`config.mk`:
```
export PLATFORM = sky130hd
export DESIGN_NAME = sat_counter
export DESIGN_NICKNAME = d
export VERILOG_FILES = /design/src/rtl/sat_counter.sv
export SDC_FILE = /design/constraint.sdc
export NUM_CORES = 1
export LEC_CHECK = 0
export CORE_MARGIN = 5
export CORE_UTILIZATION = 49
export DETAILED_ROUTE_END_ITERATION = 8
export PLACE_DENSITY = 0.75
export SLEW_MARGIN = 20
export SYNTH_ARGS = -nofsm -noshare
export SYNTH_HDL_FRONTEND = slang
export SYNTH_SLANG_ARGS = --single-unit
```
`constraint.sdc`:
```
create_clock -name clk -period 2.3 [get_ports clk]
set_input_delay 0.345 -clock clk [delete_from_list [all_inputs] [get_ports clk]]
set_output_delay 0.345 -clock clk [all_outputs]
set_load 0.01 [all_outputs]
```
`src/rtl/sat_counter.sv`:
```
// rtl/sat_counter.sv - saturating up-counter with clear taking priority over increment
module sat_counter #(
   parameter int W = 16
) (
   input  logic         clk,
   input  logic         rst_n,
   input  logic         i_inc,
   input  logic         i_clr,
   output logic [W-1:0] o_count
);

   logic [W-1:0] r_count;

   always_ff @(posedge clk or negedge rst_n) begin
      if (!rst_n) begin
         r_count <= '0;
      end else if (i_clr) begin
         r_count <= '0;
      end else if (i_inc && (r_count != {W{1'b1}})) begin
         r_count <= r_count + W'(1);
      end
   end

   assign o_count = r_count;

endmodule

```
==> results.md <==
* Layout area overhead at 26.2%
* Hold slack at 0.481 ns
* CTS Buf Count at 3
* Number of global-route vias before repair at 781
* Unique masters post-synth at 28
* Hold-fix buffers, CTS at 0
* Multi-input logic area at 504 µm²
* First-pass GRT wire length at 3660 µm
* Fmax at 0.514 GHz
* Worst skew pair latency at 0.29 ns
* CP required at ~2.5 ns
* Cell Chain, Critical Path: ha_1 -> nand4_2 -> nor4_4 -> buf_4 -> nor3_1 -> a211oi_2
* H-tree depth at 1
* Share of cells above drive strength 1 at 0.127
* Fill cell count at 148
* Die ar. at 0.00290 mm²
* Row count at 15
* Total chip power at 513 µW
* Ys Warns at 0
* Total GRT Usage at 0.174
* Iteration-0 DRC Markers at 28
* # Max-Cap Violations at 0
* DRT Pass-1 Iters at 4
* DRT Wirelength at 2110 µm
* Layout Nets at 124
* Crit. End Element: flop
* Number of flops mapped to enable cells by yosys at 0
* Final Hold Viols at 0
* Die H at 53.9 µm
* Largest register FFs at 16
* Minimum clock period at between 1.5 and 2 ns
* Synth Flop Type: dfrtp_1
* Max incr delay on CP at 0.48 ns
* Post-CTS Setup Bufs at 0
* Final RePlAce weighted congestion at 0.794
* Synth Register Bits at 16
* Port-buffer cells at 19
* Mean Syn Cell Area at 9.61 µm²
* Die width at 53.9 µm
* Final ANT Viol Nets at 0
* Initial Util at 0.528
* Maximum vdd drop at 0.315 mV
* Status: complete, no violations
* Dpl cells at around 140
* Slew margin rel. at 0.509
* Via Count at 874
* Setup Skew at 0.00483 ns
* CTS max path bufs at 2
* Kind of critical path: flop to flop
* Resized cells post-CTS at 0
* HPWL Detailed at about 1500 µm
* Crit path DAT at 2.16 ns
* Fin crit share at 0.846
* Clk root buf: clkbuf_4
* PD cells at 432 mW/mm²
* Final Non-Filler Cells at 143
* DRC at 0
* Unrepaired setup endpoints after global routing: no
* Slew @ Worst Pin at 0.734 ns
* Crit Path Max Fanout at 13
* Largest net degree at the start of global routing at 23
* Hold Crit Class: input port to async pin
* Vias per std cell at ~6.1
* Leakage at 0.000469 µW
* Gr ovfl total at 0
* Seq. cell area at 400 µm²
* Max-slew violations at 0
* Clk sinks at 16
* Setup total negative slack at 0 ns
* Antenna cells at 0
* Core Area at 0.00178 mm²
* Mapped Area at 942 µm²
* Final setup fails at 0
* Worst setup SP type: flop
* Worst r2r src: o_count[0]
* CTS clk-pin slew, worst paths at around 0.10 ns
* Worst setup path startpoint: o_count[0]
* Synth async-reset ratio at 1.00
* Slowest CP cell: nor4_4
* Utilization of the core after routing at 0.667
* Share of the yosys chip area belonging to registers at 0.425
* Synthesized net count at between 100 and 150
* Initial antenna violation count at 0
* Cells after synthesis at between 90 and 100
* Drt wl/cell at 14.8 µm
* # IOs at 20
* CTS tree: built
Yosys cell counts, drive strengths merged (2+ instances only):
cell type  number  share of area
inv             3          0.012
or4             7          0.058
and3            2          0.013
nand2           6          0.024
mux2            4          0.048
and4            2          0.021
nor4            5          0.049
dfrtp          16           0.42
nand3           3          0.016
a21oi          11          0.058
o21ai           4          0.021
nor2b           4          0.027
o31ai           7          0.056
nor2            4          0.016
nand4           7          0.053
clkbuf          4          0.016
or3             3          0.021
final cells by class:
cell class              instances  area share
repair buffers                 21       0.173
well taps                      25      0.0263
inverters                       3     0.00947
flip-flops and latches         16       0.337
clock buffers                   4      0.0305
multi-input cells              74       0.424
stage by stage:
step	setup slack [ns]	instance area, µm²
2_1_floorplan	0.502	942
3_3_place_gp	0.272	1150
3_5_place_dp	0.209	1150
4_1_cts	0.362	1190
5_1_grt	0.194	1190
6_report	0.355	1190
placed cells by master, fill, tap and decap left out:
cell	instances
ha_1	1
buf_4	2
and4_2	2
or4_2	2
nor2_1	4
nor4_1	4
or3_1	2
and3_1	2
a21oi_1	11
nand2_1	6
nor2b_1	4
o21ai_0	1
or3_2	1
o31ai_1	7
o211ai_2	1
mux2_1	4
nand4_1	6
clkdlybuf4s50_1	19
or4_1	5
a211oi_2	1
nor3_1	1
nand3b_1	1
clkbuf_4	3
nand4_2	1
o21ai_1	3
inv_1	3
dfrtp_1	16
nand3_1	3
nor4_4	1
clkbuf_8	1
final timing paths:
kind	end	slack (ns)	cells after the start
max in group asynchronous	o_count[4]	1.36	1
hold reg to reg	o_count[14]	0.60	2
setup reg to reg	o_count[4]	0.36	6
setup / recovery	o_count[4]	0.36	6
min in group clk	o_count[14]	0.60	2
hold / removal	o_count[15]	0.48	1
critical path: cells and delay by family (launching register included):
family,cells,cell delay [ns]
flip-flops,1,0.44
adder cells (fa/ha/maj),1,0.25
AO/OA/AOI/OAI,1,0.19
AND/OR/NAND/NOR,3,0.71
buffers and inverters,1,0.27
layer usage:
layer / vias up / global-route usage / routed length (µm)
met5: - / 0 / 0
met4: 0 / 0.0255 / 6
met3: 2 / 0.0665 / 157
met2: 23 / 0.266 / 996
met1: 424 / 0.237 / 952
li1: 425 / - / -
report_power, final:
group	internal, µW	switching [µW]
combinational	14.4	22.5
sequential	284	3.55
clock	96.5	92.7
logic make-up after synthesis:
family / Yosys count / share of synthesized area
flops: 16 / 0.425
compound gates: 24 / 0.162
buf+inv: 8 / 0.0398
simple gates: 45 / 0.312
fa+ha+maj: 1 / 0.0133
mux: 4 / 0.0478
Note: power is estimated with default switching activity, not from simulation.
